$ cat src/rtl/dpram_pkg.sv
// rtl/dpram_pkg.sv - shared geometry defaults for the dpram RAM and its FIFO wrapper
package dpram_pkg;

    localparam int DATA_W = 8;
    localparam int ADDR_W = 4;
    localparam int DEPTH  = 2 ** ADDR_W;

endpackage

$ cat src/rtl/dpram.sv
// rtl/dpram.sv - 16x8 dual-port RAM, one write port and one registered read port
// Ports: clk; we/addr_wr/data_in write port; re/addr_rd read port; data_out registered read data.
module dpram #(
    parameter int DATA_W = dpram_pkg::DATA_W,
    parameter int ADDR_W = dpram_pkg::ADDR_W
) (
    input  logic              clk,
    input  logic              we,
    input  logic              re,
    input  logic [ADDR_W-1:0] addr_wr,
    input  logic [ADDR_W-1:0] addr_rd,
    input  logic [DATA_W-1:0] data_in,
    output logic [DATA_W-1:0] data_out
);

    logic [DATA_W-1:0] mem [2**ADDR_W];

    // No reset on the array or the read register: contents survive reset.
    always_ff @(posedge clk) begin
        if (we) begin
            mem[addr_wr] <= data_in;
        end
        if (re) begin
            data_out <= mem[addr_rd];
        end
    end

endmodule

$ cat src/rtl/dpram_fifo.sv
// rtl/dpram_fifo.sv - synchronous push/pop FIFO wrapped around the dpram RAM
// Ports: clk, rst (sync, active-high); wr_en/wr_data push; rd_en pop, rd_data/rd_valid popped word;
//        full, almost_full, empty, count status; overflow/underflow one-cycle refusal pulses.
module dpram_fifo #(
    parameter int DATA_W   = dpram_pkg::DATA_W,
    parameter int ADDR_W   = dpram_pkg::ADDR_W,
    parameter int AF_LEVEL = 12
) (
    input  logic              clk,
    input  logic              rst,
    input  logic              wr_en,
    input  logic [DATA_W-1:0] wr_data,
    input  logic              rd_en,
    output logic [DATA_W-1:0] rd_data,
    output logic              rd_valid,
    output logic              full,
    output logic              almost_full,
    output logic              empty,
    output logic [ADDR_W:0]   count,
    output logic              overflow,
    output logic              underflow
);

    localparam int              DEPTH    = 2 ** ADDR_W;
    localparam logic [ADDR_W:0] FULL_CNT = (ADDR_W + 1)'(DEPTH);
    localparam logic [ADDR_W:0] AF_CNT   = (ADDR_W + 1)'(AF_LEVEL);

    logic [ADDR_W-1:0] wptr;
    logic [ADDR_W-1:0] rptr;
    logic [ADDR_W:0]   cnt;
    logic              rv;
    logic              primed;
    logic              ovf;
    logic              udf;
    logic              wa;
    logic              ra;
    logic [DATA_W-1:0] ram_q;

    // Flags come only from the registered count, never from same-cycle requests.
    assign full        = (cnt == FULL_CNT);
    assign almost_full = (cnt >= AF_CNT);
    assign empty       = (cnt == '0);
    assign count       = cnt;

    assign wa = wr_en && !full;
    assign ra = rd_en && !empty;

    always_ff @(posedge clk) begin
        if (rst) begin
            wptr   <= '0;
            rptr   <= '0;
            cnt    <= '0;
            rv     <= 1'b0;
            primed <= 1'b0;
            ovf    <= 1'b0;
            udf    <= 1'b0;
        end else begin
            if (wa) begin
                wptr <= wptr + ADDR_W'(1);
            end
            if (ra) begin
                rptr <= rptr + ADDR_W'(1);
            end
            case ({wa, ra})
                2'b10:   cnt <= cnt + (ADDR_W + 1)'(1);
                2'b01:   cnt <= cnt - (ADDR_W + 1)'(1);
                default: cnt <= cnt;
            endcase
            rv     <= ra;
            primed <= primed | rv;
            ovf    <= wr_en && full;
            udf    <= rd_en && empty;
        end
    end

    // The RAM read register is not reset, so the output is masked until the
    // first word has actually been popped; afterwards it holds the last pop.
    assign rd_data   = (primed || rv) ? ram_q : '0;
    assign rd_valid  = rv;
    assign overflow  = ovf;
    assign underflow = udf;

    // Pointers can never collide while both ports are active: a pop needs
    // count >= 1 and a push needs count <= DEPTH-1.
    dpram #(
        .DATA_W(DATA_W),
        .ADDR_W(ADDR_W)
    ) u_ram (clk, wa, ra, wptr, rptr, wr_data, ram_q);

endmodule
$ cat config.mk
export PLATFORM = sky130hd
export DESIGN_NAME = dpram_fifo
export DESIGN_NICKNAME = d
export VERILOG_FILES = /design/src/rtl/dpram_pkg.sv /design/src/rtl/dpram.sv /design/src/rtl/dpram_fifo.sv
export SDC_FILE = /design/constraint.sdc
export NUM_CORES = 1
export LEC_CHECK = 0
export CAP_MARGIN = 20
export CELL_PAD_IN_SITES_DETAIL_PLACEMENT = 0
export CELL_PAD_IN_SITES_GLOBAL_PLACEMENT = 1
export CORE_MARGIN = 2
export CORE_UTILIZATION = 51
export DETAILED_ROUTE_END_ITERATION = 8
export GPL_ROUTABILITY_DRIVEN = 1
export PLACE_DENSITY_LB_ADDON = 0.15
export RECOVER_POWER = 50
export SYNTH_ARGS = -nofsm -noshare
export SYNTH_HDL_FRONTEND = slang
export SYNTH_SLANG_ARGS = --single-unit
$ cat constraint.sdc
create_clock -name clk -period 4.4 [get_ports clk]
set_input_delay 0.88 -clock clk [delete_from_list [all_inputs] [get_ports clk]]
set_output_delay 0.88 -clock clk [all_outputs]
set_load 0.02 [all_outputs]
Word-level counts from Yosys, hierarchy flattened
Memories as Yosys holds them, arrays and structs flattened. A register that Yosys moved wholly into a read port is not among the register bits. Index checks and enable logic that the tools add are counted.

Memories kept: 1. Register bits: 17. Output and inout bits: 19. Memory bits (writable): 128.

Memory list: u_ram.mem (depth 16, bits a word 8, rd ports 1, clocked after Yosys merged registers in 1, wr ports 1, line dpram.sv:16) `logic [DATA_W-1:0] mem [2**ADDR_W];`.

Equality and inequality tests: 3. $lt $le $gt $ge: 1. Add/sub/neg operators: 4. Reduce and logical (&&, ||, !) cells: 9. Bitwise operators: 1. Multiplexer cells: 4.

Operators with widths (number): one-hot mux 5 bit (2 select lines) (1); adder 4 x 1 -> 4 bit, second input constant (2); two-way mux 8 bit (1); adder 5 x 1 -> 5 bit, second input constant (1); equality test 5 bit, second input constant (1); >= comparator 5 x 4 -> 1 bit, second input constant (1); logical NOT 5 bit (1); subtractor 5 x 1 -> 5 bit, second input constant (1); logical AND 1 bit (4); equality test 2 x 1 -> 1 bit, second input constant (1); equality test 2 bit, second input constant (1); logical NOT 1 bit (2); two-way mux 1 bit (2); nonzero test 2 bit (1); logical OR 1 bit (1); bitwise OR 1 bit (1).

Logic depth before layout (Yosys ltp)
Gate-level depths: netlist of the first run.

Depth in word-level cells: 5. Gate-level depth with buffers: 13.

By module
A second synthesis of the first run with hierarchy kept.

Cells, all modules: 334. Area total of the unflattened synthesis: 6160.9 µm².

Modules (own cells, without submodules): dpram (cells an instance 229, sequential area each 4083.9 µm², instances 1, area an instance 5227.5 µm²); dpram_fifo (cells an instance 105, sequential area each 340.3 µm², instances 1, area an instance 933.4 µm²).

Least setup slack after synthesis of the first run
No wires, ideal clock.

Path kind: flip-flop to flip-flop. From: reg cnt[1] (netlist: count[1]). To: reg cnt[4] (netlist: count[4]). Path slack: 1.253 ns. Stages on the path, launching flop included: 14. Buffers on the path: 3. Data required time: 4.337 ns. Data arrival time: 3.084 ns. Clock period less this slack: 3.147 ns. Cell sequence: dfxtp_1 -> buf_6 -> or4_4 -> buf_6 -> o21ai_4 -> inv_1 -> ha_1 -> buf_2 -> xor2_1 -> ha_1 -> a21oi_1 -> a221oi_1 -> or4b_1 -> nand3_1.

Word-level cells in the longest chain between the ends: 5. Elaborated cells on any way between the ends: 12. Classes of those cells: 2 x add/sub; 3 x eq/ne; 1 x mux; 6 x reduce/logical.

Ends and longest elaborated chain: from (decl) (line dpram_fifo.sv:30) `logic [ADDR_W:0] cnt;`; from (signal assigned) (line dpram_fifo.sv:65) `2'b10: cnt <= cnt + (ADDR_W + 1)'(1);`; from (signal assigned) (line dpram_fifo.sv:66) `2'b01: cnt <= cnt - (ADDR_W + 1)'(1);`; from (signal assigned) (line dpram_fifo.sv:67) `default: cnt <= cnt;`; logical NOT 5 bit (*) (line dpram_fifo.sv:42) `assign empty = (cnt == '0);`; logical NOT 1 bit (*) (line dpram_fifo.sv:46) `assign ra = rd_en && !empty;`; logical AND 1 bit (*) (line dpram_fifo.sv:46); named net ra (line dpram_fifo.sv:36) `logic ra;`; equality test 2 x 1 -> 1 bit or equality test 2 bit (tied branches) (line dpram_fifo.sv:64) `case ({wa, ra})`; one-hot mux 5 bit (2 select lines) or nonzero test 2 bit (tied branches).

The timed path passes the listed nets; every way through them passes the cells marked *. A chain may end at the register's enable or synchronous reset.

Worst setup path after layout of the first run
From: reg cnt[2] (netlist: count[2]). To: reg cnt[4] (netlist: count[4]).

Same word-level chain as after synthesis.

==> results of run 1 <==
[metal layers]
| metal | wire length [um] | part of all wire | vias to the layer above | GRT usage |
|---|---|---|---|---|
| li1 | - | - | 1444 | - |
| met1 | 5210 | 0.47 | 1584 | 0.268 |
| met2 | 5270 | 0.47 | 68 | 0.296 |
| met3 | 459 | 0.041 | 15 | 0.0519 |
| met4 | 186 | 0.017 | 0 | 0.0756 |
| met5 | 0 | 0 | - | 0 |
[final timing paths]
| kind | from | to | cells past startpoint |
|---|---|---|---|
| setup reg to reg | count[2] | count[4] | 11 |
| hold / removal | primed | primed | 2 |
| setup / recovery | count[2] | count[4] | 11 |
| hold reg to reg | primed | primed | 2 |
[worst register-to-register path: cells and delay by family (launching register included)]
| family | cells | cell delay (ns) |
|---|---|---|
| AOI/OAI and AO/OA | 3 | 0.94 |
| and+or+nand+nor | 3 | 1.22 |
| adders and majority gates | 2 | 0.50 |
| DFF | 1 | 0.42 |
| xor gates and xnor gates | 1 | 0.17 |
| buffers and inverters | 2 | 0.29 |
[state kept, by name, summed over array words and instances, names as in the netlist]
signal          count
rd_valid            1
count               5
primed              1
underflow           1
rptr                4
overflow            1
u_ram.data_out      8
wptr                4
u_ram.mem         128
[layout by cell type (no fill, tap or decap), types with 4 or more instances in the layout]
master / synthesis / routed
nor3_1: 8 / 8
clkdlybuf4s50_1: 0 / 20
xor2_1: 6 / 6
nor2b_1: 10 / 10
nand2b_1: 4 / 4
buf_4: 0 / 6
clkbuf_16: 0 / 17
mux4_2: 32 / 32
nand2_1: 19 / 19
inv_1: 8 / 8
ha_1: 9 / 9
edfxtp_1: 136 / 136
a22oi_1: 16 / 16
clkinv_2: 0 / 6
nor2_1: 28 / 28
dfxtp_1: 17 / 16
dlygate4sd3_1: 0 / 10
[metrics by stage]
stage               hold WS (ns)  cell area [um^2]
floorplan                  0.499              6180
global placement           0.530              6610
detailed placement         0.538              6610
CTS                        0.551              7200
global route               0.592              7160
finish                     0.539              7160
[cell type report]
class                   instances  area, um^2
multi-input cells             169        1590
flip-flops and latches        153        4430
clock inverters                14         154
well taps                     147         184
clock buffers                  18         429
repair buffers                 37         349
inverters                       8        30.0
fillers                       897        4750
[logic make-up (layout without fill, tap and decap cells)]
group,count (synthesis),count (layout),share of synthesized area
buffers and inverters,29,77,0.0215
muxes,35,35,0.122
adders and majority gates,9,9,0.0182
DFF,153,153,0.716
AOI/OAI and AO/OA,30,30,0.0401
and+or+nand+nor,86,86,0.0699
xor gates and xnor gates,9,9,0.0128
[report_power, final]
group / switching (W) / internal, W
clock network: 0.000544 / 0.000884
registers: 0.000120 / 0.00172
logic: 0.000498 / 0.000491
==> key figures, run 1 <==
GRT
  – First-pass GRT wire length: 18.0 mm
  – Initial antenna violation count: 0
  – Vias in the first global route: around 3200
  – Gr ovfl total: 0
  – Largest net degree at the start of global routing: 29
  – GRT Total Usage: 0.193

Cells and area
  – Post-layout util: 0.601
  – Fin cells: 546
  – Final nets: between 400 and 500
  – Layout area overhead: 16.0%
  – Share of cells above drive strength 1: 0.178
  – ANT cells: 0

Clocking
  – CTS Hold Bufs: 0
  – Max Root-Sink Buffers: 2
  – Worst-Skew Late Latency: roughly 0.42 ns
  – Clock root cell: clkbuf_16
  – Clk sink count: between 150 and 200
  – Depth of the CTS H-tree: 4
  – Cts repair resizes: 0
  – Postcts setup bufs: 0
  – Num CTS Buffers: 17
  – CTS tree: yes
  – Clock slew seen by the registers of the worst setup and hold paths: ~0.060 ns

Setup path
  – Arr. time, crit path: between 3 and 4 ns
  – CP peak stage delay: 0.66 ns
  – CP startpoint kind: register
  – Buf/Inv on CP: 2
  – Largest delay share family, worst path: simple AND/OR/NAND/NOR gates
  – Slowest-stage cell, CP: or4_1
  – Crit Path Max Fanout: 12
  – CP Cell Sequence: or4_1 > o21ai_0 > inv_1 > buf_4 > ha_1 > xor2_1 > ha_1 > a21oi_1 > a221oi_1 > or4b_1 > nand3_1
  – Reg2Reg Setup Slack: around 0.79 ns
  – Req. time, crit path: around 4.8 ns
  – CP Class: reg2reg
  – Crit. End Element: register
  – Most used cell, CP: ha_1

Place
  – Dpl cells: slightly above 500
  – HPWL after DPL: about 7.5 mm
  – Final Wtd Congestion: roughly 0.74
  – PortBufs: 30
  – Pre-CTS setup slack: 0.581 ns

STA
  – Clock skew: around 0.0087 ns
  – Final Max Slew Viols: 0
  – Slew Limit Headroom: 0.410
  – Final setup fails: 0
  – Max Fclk: about 0.28 GHz
  – Period utilisation layout: 0.820
  – Fin. Hold Viols: 0
  – Worst slew pin tran: between 0.8 and 0.9 ns
  – RSZ-0062 raised after global routing: no
  – Worst Setup Slack, final: 0.794 ns
  – Tmin final: around 3.6 ns
  – Sum Neg Setup Slack: 0 ns

Drt
  – Initial drt markers: between 200 and 250
  – Antenna-violating nets left: 0
  – Via count: between 3000 and 4000
  – Final wirelength: 11.1 mm
  – Drt pass-1 iters: 4
  – Drt drc: 0
  – Post-detailed-route wirelength per cell: ~20 um
  – Via density per instance: ~5.7

Synth
  – Leading area contributor after synthesis: edfxtp_1
  – Post-Syn Nets: roughly 370
  – Distinct cells, synth: between 40 and 50
  – Mapped Cells: between 300 and 400
  – Mapped Area: 6180 um^2
  – Post-synth EDFFs: between 100 and 150
  – Dominant cell by count in the synthesized netlist: edfxtp_1
  – Post-Syn Area per Cell: roughly 18 um^2
  – Synth Flop Type: edfxtp_1
  – Area fraction of the dominant cell type after synthesis: 0.661
  – Synth async-reset ratio: 0
  – Main area contributors after synthesis: edfxtp_1 66%, mux4_2 12%, dfxtp_1 5.5%
  – Synthesis Warnings: 0
  – Register area share after synthesis: 0.716
  – Commonest cells post-synth: 136 x edfxtp_1, 32 x mux4_2, 28 x nor2_1
  – Register bit total from synthesis: 153

Floorplanning
  – Row Count: 40
  – Die area: about 13000 um^2
  – Starting Density: 0.519
  – # IOs: 31
  – Chip height: 114 um
  – Core footprint: 11900 um^2
  – Die Span X: about 110 um

Pwr
  – Static Leak: between 2 and 2.5 nW
  – PD cells: 594 nW/um^2
  – Design Power: around 0.0043 W
  – Maximum vdd drop: 0.460 mV

Run status
  – Status: finished, final reports clean

Worst hold path
  – Worst hold path class: reg2reg

Job
  – Max Cap Viol: 0
Note: power is estimated with default switching activity, not from simulation.
==> inputs of run 2 (changes only) <==
CORE_UTILIZATION = 46   (was 51)
clock period = 3.05 ns   (was 4.4 ns; I/O delays follow)
==> key figures, run 2 (synthesis gave the netlist of run 1 again) <==
Run status
  – Status: finished, final reports clean

Clocking
  – CTS tree: yes
  – Worst-Skew Late Latency: 0.42 ns (about the same)
  – Clock slew seen by the registers of the worst setup and hold paths: 0.06 ns (about the same)
  – Postcts setup bufs: 0 (unchanged)
  – CTS Hold Bufs: 0 (unchanged)
  – Clk sink count: 153 (unchanged)
  – Depth of the CTS H-tree: 4 (unchanged)
  – Num CTS Buffers: 17 (unchanged)
  – Cts repair resizes: 0 (unchanged)
  – Max Root-Sink Buffers: 2 (unchanged)
  – Clock root cell: clkbuf_16

Pwr
  – Maximum vdd drop: 0.643 mV (+40%)
  – Static Leak: 2.45 nW (+3.9%)
  – Design Power: 0.00633 W (+49%)
  – PD cells: 858 nW/um^2 (+44%)

STA
  – Max Fclk: 0.357 GHz (+29%)
  – Tmin final: 2.80 ns (-0.802 ns)
  – RSZ-0062 raised after global routing: no
  – Worst slew pin tran: 1.40 ns (+0.517 ns)
  – Period utilisation layout: 0.919 (+0.0997)
  – Clock skew: 0.00669 ns (-0.00204 ns)
  – Slew Limit Headroom: 0.0678 (-0.342)
  – Final Max Slew Viols: 0 (unchanged)
  – Fin. Hold Viols: 0 (unchanged)
  – Hold_ws: 0.528 ns (-0.0108 ns)
  – Sum Neg Setup Slack: 0 ns (unchanged)
  – Final setup fails: 0 (unchanged)

Setup path
  – Req. time, crit path: 3.41 ns (-1.35 ns)
  – Crit Path Max Fanout: 7 (-5)
  – CP Cell Sequence: or4_4 > o21ai_4 > inv_1 > ha_1 > xor2_1 > ha_1 > a21oi_1 > a221oi_2 > or4b_1 > nand3_1
  – Most used cell, CP: ha_1
  – CP peak stage delay: 0.63 ns (-0.03 ns)
  – Slowest-stage cell, CP: or4_4
  – Crit. End Element: register
  – Arr. time, crit path: 3.17 ns (-0.80 ns)
  – CP Class: reg2reg
  – CP startpoint kind: register

Job
  – Max Cap Viol: 0 (unchanged)

Drt
  – Final wirelength: 12.3 mm (+11%)
  – Drt drc: 0 (unchanged)
  – Post-detailed-route wirelength per cell: 20.7 um (+1.8%)
  – Antenna-violating nets left: 0 (unchanged)
  – Initial drt markers: 327 (+32%)
  – Drt pass-1 iters: 4 (unchanged)
  – Via count: 3229 (+3.8%)
  – Via density per instance: 5.44 (-4.6%)

Cells and area
  – Leading cell type in the layout, fill and taps excluded: edfxtp_1
  – Post-layout util: 0.559 (-0.0426)
  – Multi-input logic area: 1610 um^2 (+1.3%)
  – Final nets: 426 (+4.7%)
  – Layout area overhead: 19.3%
  – Number of flip-flops in the largest register: 128 (unchanged)
  – Most frequent cells in the layout: 136 x edfxtp_1, 32 x mux4_2, 28 x nor2_1, 22 x buf_4, 21 x clkdlybuf4s50_1
  – Register with the most flip-flops: u_ram.mem
  – Share of cells above drive strength 1: 0.222 (+0.0445)
  – Biggest regs: u_ram.mem: 128 flops, u_ram.data_out: 8 flops, count: 5 flops
  – ANT cells: 0 (unchanged)
  – Number of fillers in the final layout: 1056 (+18%)
  – FF/Latch Area: 4430 um^2 (unchanged)

GRT
  – First-pass GRT wire length: 19.2 mm (+7.0%)
  – Largest net degree at the start of global routing: 36 (+24%)
  – GRT Total Usage: 0.190 (-0.00365)
  – Initial antenna violation count: 0 (unchanged)
  – Gr ovfl total: 0 (unchanged)
  – Vias in the first global route: 3258 (+3.3%)

Floorplanning
  – Chip height: 120 um (+5.1%)
  – Die area: 14400 um^2 (+10%)
  – Core footprint: 13200 um^2 (+11%)
  – Die Span X: 120 um (+5.1%)
  – # IOs: 31 (unchanged)
  – Starting Density: 0.468 (-0.0503)
  – Row Count: 42 (+5.0%)

Place
  – Final Wtd Congestion: 0.790 (+6.3%)
  – PortBufs: 30 (unchanged)
  – HPWL after DPL: 7.91 mm (+5.7%)

Worst hold path
  – Worst hold path class: reg2reg
-- run 2: worst paths after layout --
path	startpoint	endpoint	slack (ns)	cells past startpoint
worst max-delay path	count[0]	count[4]	0.25	10
worst min-delay path	count[2]	count[2]	0.53	2
worst max register to register	count[0]	count[4]	0.25	10
worst min register to register	count[2]	count[2]	0.53	2
-- run 2: worst max-delay path, delay by kind of cell, from the launching register on --
kind / cells / cell delay [ns]
and+or+nand+nor: 3 / 1.18
AOI/OAI and AO/OA: 3 / 0.57
adders and majority gates: 2 / 0.41
DFF: 1 / 0.37
xor gates and xnor gates: 1 / 0.14
buffers and inverters: 1 / 0.08
-- run 2: where the power goes --
| part | total, W | internal [W] | switching [W] |
|---|---|---|---|
| registers | 0.00257 | 0.00248 | 0.0000862 |
| logic | 0.00165 | 0.000757 | 0.000893 |
| clock network | 0.00211 | 0.00129 | 0.000822 |
-- run 2: final cells by class --
type                       instances  share of cell area
clock buffer                      17              0.0577
clock inverter                    15              0.0238
inverter                           8             0.00407
multi-input combinational        169               0.219
sequential                       153               0.600
tap                              176              0.0299
timing repair buffer              56              0.0653
-- run 2: through the flow --
stage,instance area (um^2),worst slack (ns),instances
6_report,7370,0.246,594
2_1_floorplan,6180,0.0191,351
3_3_place_gp,6810,0.162,562
4_1_cts,7410,0.229,594
3_5_place_dp,6810,0.0662,562
5_1_grt,7370,0.0636,594
-- run 2: metal layers --
layer | up-vias | global-route usage | routed length [um]
li1 | 1484 | - | -
met1 | 1658 | 0.270 | 5640
met2 | 80 | 0.284 | 5850
met3 | 7 | 0.0551 | 734
met4 | 0 | 0.0625 | 94
met5 | - | 0 | 0
==> inputs of run 3 (changes only) <==
PLACE_DENSITY_LB_ADDON = 0.1   (was 0.15)
SKIP_LAST_GASP = 1   (was unset)
==> key figures, run 3 (synthesis gave the netlist of run 1 again) <==
Drt
  – Via density per instance: 5.35 (-1.6%)
  – Post-detailed-route wirelength per cell: 19.4 um (-6.6%)
  – Drt drc: 0 (unchanged)
  – Antenna-violating nets left: 0 (unchanged)
  – Final wirelength: 11.5 mm (-6.3%)
  – Initial drt markers: 198 (-39%)
  – Via count: 3188 (-1.3%)
  – Drt pass-1 iters: 4 (unchanged)

GRT
  – Gr ovfl total: 0 (unchanged)
  – GRT Total Usage: 0.175 (-0.0144)
  – Vias in the first global route: 3249 (-0.28%)
  – Initial antenna violation count: 0 (unchanged)
  – First-pass GRT wire length: 18.2 mm (-5.5%)
  – Largest net degree at the start of global routing: 36 (unchanged)

Cells and area
  – Layout area overhead: 19.0%
  – Final instance area: 7350 um^2 (-0.24%)
  – ANT cells: 0 (unchanged)
  – Share of cells above drive strength 1: 0.217 (-0.00582)
  – Leading cell type in the layout, fill and taps excluded: edfxtp_1
  – Number of flip-flops in the largest register: 128 (unchanged)
  – Biggest regs: u_ram.mem: 128 flops, u_ram.data_out: 8 flops, count: 5 flops
  – Final nets: 428 (+0.47%)
  – Register with the most flip-flops: u_ram.mem
  – Most frequent cells in the layout: 136 x edfxtp_1, 32 x mux4_2, 28 x nor2_1, 21 x clkdlybuf4s50_1, 20 x buf_4
  – Post-layout util: 0.558 (-0.00133)
  – Number of fillers in the final layout: 1057 (+0.095%)

Clocking
  – Clock root cell: clkbuf_16
  – Cts repair resizes: 0 (unchanged)
  – Worst-Skew Late Latency: 0.41 ns (about the same)
  – Postcts setup bufs: 0 (unchanged)
  – CTS Hold Bufs: 0 (unchanged)
  – Num CTS Buffers: 17 (unchanged)
  – Max Root-Sink Buffers: 2 (unchanged)
  – CTS tree: yes
  – Depth of the CTS H-tree: 4 (unchanged)
  – Clock slew seen by the registers of the worst setup and hold paths: 0.07 ns (about the same)
  – Clk sink count: 153 (unchanged)

Pwr
  – Static Leak: 2.43 nW (-0.96%)
  – Maximum vdd drop: 0.430 mV (-33%)
  – PD cells: 841 nW/um^2 (-2.0%)
  – Design Power: 0.00619 W (-2.2%)

Worst hold path
  – Worst hold path class: reg2reg
  – Critical hold path startpoint: primed
  – Worst hold stages: 2 (unchanged)

Setup path
  – Reg-to-Reg Start: count[0]
  – Crit. End Element: output pin
  – Setup crit start: count[0]
  – CP Class: reg2out
  – Crit Path Max Fanout: 6 (-1)
  – CP startpoint kind: register
  – Req. time, crit path: 2.44 ns (-0.97 ns)
  – Arr. time, crit path: 2.20 ns (-0.97 ns)
  – R2R depth: 9 (-1)

STA
  – Final setup fails: 0 (unchanged)
  – Tmin final: 2.81 ns (+0.00171 ns)
  – Hold_ws: 0.553 ns (+0.0244 ns)
  – RSZ-0062 raised after global routing: no
  – Max Fclk: 0.356 GHz (about the same)
  – Fin. Hold Viols: 0 (unchanged)
  – Worst slew pin tran: 0.796 ns (-0.602 ns)
  – Slew Limit Headroom: 0.469 (+0.401)
  – Sum Neg Setup Slack: 0 ns (unchanged)
  – Final Max Slew Viols: 0 (unchanged)
  – Period utilisation layout: 0.920 (about the same)
  – Clock skew: 0.00746 ns (+0.000769 ns)

Floorplanning
  – Starting Density: 0.468 (unchanged)
  – Die area: 14400 um^2 (unchanged)
  – Core footprint: 13200 um^2 (unchanged)
  – Die Span X: 120 um (unchanged)
  – Row Count: 42 (unchanged)
  – # IOs: 31 (unchanged)
  – Chip height: 120 um (unchanged)

Place
  – PortBufs: 30 (unchanged)
  – Placed Area: 6830 um^2 (+0.22%)
  – Final Wtd Congestion: 0.785 (-0.62%)
  – HPWL after DPL: 7.73 mm (-2.3%)

Job
  – Max Cap Viol: 0 (unchanged)

Run status
  – Status: finished, final reports clean
## run 3: cell types whose count changed in the layout (fill, tap and decap cells not counted), moves of 2 or more
| cell | before | now |
|---|---|---|
| buf_4 | 22 | 20 |
| bufinv_16 | 3 | 1 |
| clkbuf_1 | 3 | 7 |
| clkinvlp_4 | 3 | 5 |
| inv_8 | 0 | 2 |
## run 3: final timing paths
check                           endpoint  slack (ns)
worst max-delay path                full        0.24
worst min-delay path              primed        0.55
worst max register to register  count[4]        0.30
worst min register to register    primed        0.55
## run 3: critical path: stages, from the launching register on
cell and delay (ns):
dfxtp_1 0.31, clkbuf_1 0.18, nor4_1 0.48, nand2_1 0.14, inv_1 0.07, clkdlybuf4s50_1 0.60
## run 3: power by group
part | switching, W | internal, W
sequential | 0.000117 | 0.00248
clock | 0.000841 | 0.00114
combinational | 0.000847 | 0.000765
total | 0.00180 | 0.00438
## run 3: area by class of cell
type	count	area, um^2	share of cell area
Clock inverter	15	144	0.0196
Clock buffer	17	425	0.0578
Timing Repair Buffer	58	497	0.0675
Sequential cell	153	4420	0.602
Tap cell	176	220	0.0299
Multi-Input combinational cell	169	1610	0.219
Inverter	8	30.0	0.00408
## run 3: metal layers
metal	up-vias	track usage	wire length, um	share of wire
li1	1488	-	-	-
met1	1633	0.231	5040	0.44
met2	57	0.290	5850	0.51
met3	10	0.0380	527	0.046
met4	0	0.0618	124	0.011
met5	-	0	0	0
## run 3: through the flow
stage	cells	setup slack, ns
after global placement	564	0.172
final	596	0.245
after detailed placement	564	0.117
after CTS	596	0.278
after floorplan	351	0.0191
after global routing	596	0.0453
